**src/rtl/alu_operand_stage.sv**
```systemverilog
// Purpose : operand-fetch stage for the 16-bit ALU. It holds an 8-entry
//           register file (2 read ports, 1 write port), one operand pipeline
//           register and the S/Z/C/V condition-flag register.
// Latency : 1 cycle from id accept to ex_valid.
// Backpressure: id_ready = !ex_valid || ex_ready. A stalled operation holds
//           every ex_* output stable. Write-back and flag updates never stall.
//
// Ports:
//   clk, rst                     clock; synchronous active-high reset
//   id_valid/id_ready            decode handshake
//   id_ra, id_rb, id_imm,        source registers, immediate, operand-2 select
//   id_use_imm, id_opcode        and opcode, which passes through unchanged
//   ex_valid/ex_ready            execute handshake
//   ex_in1, ex_in2, ex_opcode    registered operation presented to the ALU
//   wb_en, wb_addr, wb_data      register-file write port (write-first)
//   flag_we, alu_s/z/c/v, flags  condition-flag latch, flags = {S,Z,C,V}
//
// Build option: define OPFETCH_R0_ZERO_EN to hardwire R0 to zero.

module alu_operand_stage #(
  parameter int DATA_W = 16,
  parameter int NREG   = 8,
  parameter int ADDR_W = 3
) (
  input  logic              clk,
  input  logic              rst,
  input  logic              id_valid,
  output logic              id_ready,
  input  logic [ADDR_W-1:0] id_ra,
  input  logic [ADDR_W-1:0] id_rb,
  input  logic [DATA_W-1:0] id_imm,
  input  logic              id_use_imm,
  input  logic [3:0]        id_opcode,
  output logic              ex_valid,
  input  logic              ex_ready,
  output logic [DATA_W-1:0] ex_in1,
  output logic [DATA_W-1:0] ex_in2,
  output logic [3:0]        ex_opcode,
  input  logic              wb_en,
  input  logic [ADDR_W-1:0] wb_addr,
  input  logic [DATA_W-1:0] wb_data,
  input  logic              flag_we,
  input  logic              alu_s,
  input  logic              alu_z,
  input  logic              alu_c,
  input  logic              alu_v,
  output logic [3:0]        flags
);

  logic [DATA_W-1:0] regs [NREG];
  logic [DATA_W-1:0] rd_a;
  logic [DATA_W-1:0] rd_b;
  logic              fire;
  logic              wr_ok;

  assign id_ready = !ex_valid || ex_ready;
  assign fire     = id_valid && id_ready;

`ifdef OPFETCH_R0_ZERO_EN
  // R0 reads as constant zero, so any write aimed at it is dropped.
  assign wr_ok = wb_en && (wb_addr != '0);
`else
  assign wr_ok = wb_en;
`endif

  // Write-first read: a register being written this cycle is returned with
  // its new value. This lets decode issue a dependent instruction right
  // behind the producing write-back.
  always_comb begin
    rd_a = regs[id_ra];
    rd_b = regs[id_rb];
    if (wr_ok && wb_addr == id_ra) rd_a = wb_data;
    if (wr_ok && wb_addr == id_rb) rd_b = wb_data;
`ifdef OPFETCH_R0_ZERO_EN
    if (id_ra == '0) rd_a = '0;
    if (id_rb == '0) rd_b = '0;
`endif
  end

  // Register file
  always_ff @(posedge clk) begin
    if (rst) begin
      for (int i = 0; i < NREG; i++) regs[i] <= '0;
    end else if (wr_ok) begin
      regs[wb_addr] <= wb_data;
    end
  end

  // Operand pipeline register: EMPTY when ex_valid = 0, FULL when ex_valid = 1.
  // When the stage drains, the data fields keep their last values; only
  // ex_valid drops.
  always_ff @(posedge clk) begin
    if (rst) begin
      ex_valid  <= 1'b0;
      ex_in1    <= '0;
      ex_in2    <= '0;
      ex_opcode <= '0;
    end else if (fire) begin
      ex_valid  <= 1'b1;
      ex_in1    <= rd_a;
      ex_in2    <= id_use_imm ? id_imm : rd_b;
      ex_opcode <= id_opcode;
    end else if (ex_ready) begin
      ex_valid  <= 1'b0;
    end
  end

  // Condition flags. ALU flag outputs are not forwarded.
  always_ff @(posedge clk) begin
    if (rst) begin
      flags <= 4'b0000;
    end else if (flag_we) begin
      flags <= {alu_s, alu_z, alu_c, alu_v};
    end
  end

endmodule

```
**config.mk**
```make
export PLATFORM = sky130hd
export DESIGN_NAME = alu_operand_stage
export DESIGN_NICKNAME = d
export VERILOG_FILES = /design/src/rtl/alu_operand_stage.sv
export SDC_FILE = /design/constraint.sdc
export NUM_CORES = 1
export LEC_CHECK = 0
export CORE_ASPECT_RATIO = 1.25
export CORE_MARGIN = 2
export CORE_UTILIZATION = 40
export DETAILED_ROUTE_END_ITERATION = 12
export SKIP_LAST_GASP = 1
export SLEW_MARGIN = 0
export SYNTH_ARGS = -nofsm -noshare
export SYNTH_HDL_FRONTEND = slang
export SYNTH_SLANG_ARGS = --single-unit
```
**constraint.sdc**
```tcl
create_clock -name clk -period 2.08 [get_ports clk]
set_input_delay 0.312 -clock clk [delete_from_list [all_inputs] [get_ports clk]]
set_output_delay 0.312 -clock clk [all_outputs]
set_load 0.01 [all_outputs]
```
==> out/summary.txt <==
antenna fix cells - 0
sequential share of the synthesized area - 52.4%
core area - 22100 um2
hold buffer count at cts - 0
Worst Setup End Kind - output port
Hold Path Cell Cnt - 3
RSZ-0062 raised after global routing - no
commonest cells after routing, fill and taps aside - and2_1, edfxtp_1, clkdlybuf4s50_1, mux4_2, dfxtp_1
synthesized area per cell - 14.0 um2
first drt pass iteration count - 4
outcome - finished, final reports clean
Starting DRT DRC Count - 430
R2R Path Start - regs[4][14]$_SDFFCE_PN0P_
Worst Max-Slew Pin Slew - 0.587 ns
DR DRC count - 0
vias in the first global route - 6326
Setup WS post-layout - 0.157 ns
CP top delay family - buffers and inverters
Setup-failing EPs final - 0
layout cells sized above 1 - 27.7%
dpl ws - -0.199 ns
row count - 61
root buffer cell - clkbuf_16
Worst Path Required - 1.77 ns
first-pass GRT wire length - 37200 um
synthesis warning total - 0
slowest stage cell, crit path - clkdlybuf4s50_1
Critical Path, Cell by Cell - clkdlybuf4s50_1, nand2b_1, buf_4, clkdlybuf4s50_1
Post-Synthesis Cell Area - 8900 um2
routed len/inst - 23.5 um
P&R area growth vs syn - 25.9%
Worst-Skew Late Latency - 0.43 ns
CTS tree - yes
dominant synthesized flop cell - edfxtp_1
largest net degree at the start of global routing - 34
Mapped Cells - 637
total congestion overflow - 0
postcts setup bufs - 0
Reg-to-Reg End - ex_in2[14]$_SDFFE_PP0P_
Die H - 171 um
Max VDD drop - 556 uV
Initial Util - 40.3%
critical path startpoint category - input port
pwr/cell area - 743 nW/um2
via density per instance - 5.80
synth unique cells - 30
Longest Clk Path Bufs - 2
critical path class - input port to output port
smallest hold slack - 0.450 ns
leakage power - 3.91 nW
fin crit period - 1.92 ns
Post-DP HPWL - 17200 um
die width - 137 um
critical path's most frequent cell - clkdlybuf4s50_1
Reg clk slew, reported paths - 0.07 ns
critical path peak fanout - 11
Max Slew Vio Count - 0
reg2reg setup slack - 0.27 ns
Clock Sinks - 169
syn_nets - 693
PostCTS Resize Cnt - 0
hold_sp - id_opcode[1]
Final nets - 811
initial antenna violation count - 0
I/O Buffers - 97
EDFF count, synth - 128
io pins - 98
max cap viols - 0
Worst Clk Skew - 0.00853 ns
path depth of the worst reg2reg path - 4
Final ANT Viol Nets - 0
Layout Cell Area excl Fill - 11200 um2
flop and latch count out of synthesis - 169
achievable frequency - 0.520 GHz
total CTS buffers - 17
crit path buf inv count - 3
slowest stage delay, CP - 0.55 ns
placed inst area - 10700 um2
async set-reset flop share out of synthesis - 0%
gpl congestion - 0.799
drt total wl - 24700 um
Critical Path AT - 1.61 ns
via count - 6093
final worst-path cycle share - 92.5%
most common cell after layout, fill and taps aside - and2_1
Total Routing Usage GR - 21.9%
die area - 23500 um2
sum of negative setup slack - 0 ns
Slew headroom - 60.9%
final hold viol count - 0
worst hold path type - input port to flop
htree depth - 4
WHS Endpoint - ex_opcode[1]$_SDFFE_PP0P_
## where the power goes
group | total, mW | switching (mW) | internal, mW
logic | 1.35 | 0.605 | 0.747
registers | 4.00 | 0.144 | 3.86
clock network | 2.97 | 1.30 | 1.67
## worst register-to-register path: stages (launching register included)
cell and delay (ns):
edfxtp_1 0.41, mux4_2 0.48, mux2_2 0.27, a2111oi_0 0.42, nor3_1 0.10
## how the worst max path moves through the flow
| stage | from | to | slack [ns] | cells past startpoint |
|---|---|---|---|---|
| 2_1_floorplan | id_rb[2] | ex_in2[5]$_SDFFE_PP0P_ | 0.14 | 6 |
| 3_3_place_gp | id_rb[2] | ex_in2[14]$_SDFFE_PP0P_ | -0.31 | 6 |
| 3_5_place_dp | id_rb[2] | ex_in2[14]$_SDFFE_PP0P_ | -0.20 | 6 |
| 4_1_cts | ex_ready | id_ready | 0.15 | 4 |
| 5_1_grt | id_rb[2] | ex_in2[14]$_SDFFE_PP0P_ | 0.08 | 6 |
| 6_report | ex_ready | id_ready | 0.16 | 4 |
## cell families (layout without fill, tap and decap cells)
kind of cell	count (synthesis)	count (layout)	synth area share [%]
buf+inv	74	205	3.66
xor+xnor	6	6	0.591
simple gates	202	202	13.6
flops	169	169	52.4
mux	100	100	20.7
compound gates	86	86	9.04
## cells in the mapped netlist, types with 2 or more instances
cell type | instances | area [um2]
mux2_2 | 32 | 360
a2111oi_0 | 17 | 149
mux4_2 | 64 | 1440
buf_2 | 11 | 55.1
edfxtp_1 | 128 | 3840
a311o_1 | 16 | 160
a21oi_1 | 22 | 110
nand2_1 | 10 | 37.5
inv_1 | 17 | 63.8
nand4_1 | 2 | 12.5
a221o_1 | 16 | 160
or2_2 | 8 | 50.1
nor3_1 | 20 | 100
xnor2_1 | 6 | 52.6
buf_6 | 3 | 33.8
buf_1 | 3 | 11.3
nor2_1 | 7 | 26.3
nand2b_1 | 4 | 25.0
a2111oi_2 | 15 | 225
and2_1 | 145 | 907
mux2i_1 | 4 | 40.0
buf_4 | 3 | 22.5
clkbuf_1 | 37 | 139
dfxtp_1 | 41 | 821
## metal layers
metal / vias to the layer above / wire, um / share of wire (%) / GRT usage (%)
li1: 2707 / - / - / -
met1: 3090 / 9640 / 39 / 26.4
met2: 252 / 12900 / 52 / 38.6
met3: 44 / 1560 / 6.3 / 4.59
met4: 0 / 598 / 2.4 / 7.53
met5: - / 0 / 0 / 0
## layout make-up
| class | instances | area [um2] |
|---|---|---|
| fillers | 1843 | 10900 |
| flip-flops and latches | 169 | 4660 |
| multi-input cells | 394 | 3910 |
| repair buffers | 156 | 1660 |
| clock buffers | 20 | 447 |
| well taps | 283 | 354 |
| clock inverters | 12 | 101 |
| inverters | 17 | 63.8 |
## flip-flops by register name, indices dropped and copies added (netlist names)
register   flops
ex_in1        16
ex_in2        16
ex_opcode      4
ex_valid       1
flags          4
regs         128
## through the flow
stage,power (mW),utilization (%),std cells
after floorplan,4.76,-,637
after global placement,5.38,48.3,1019
after detailed placement,5.42,48.3,1019
after CTS,8.38,50.8,1051
after global routing,8.61,50.8,1051
final,8.32,50.8,1051
Power figures use the tool's default switching activity.
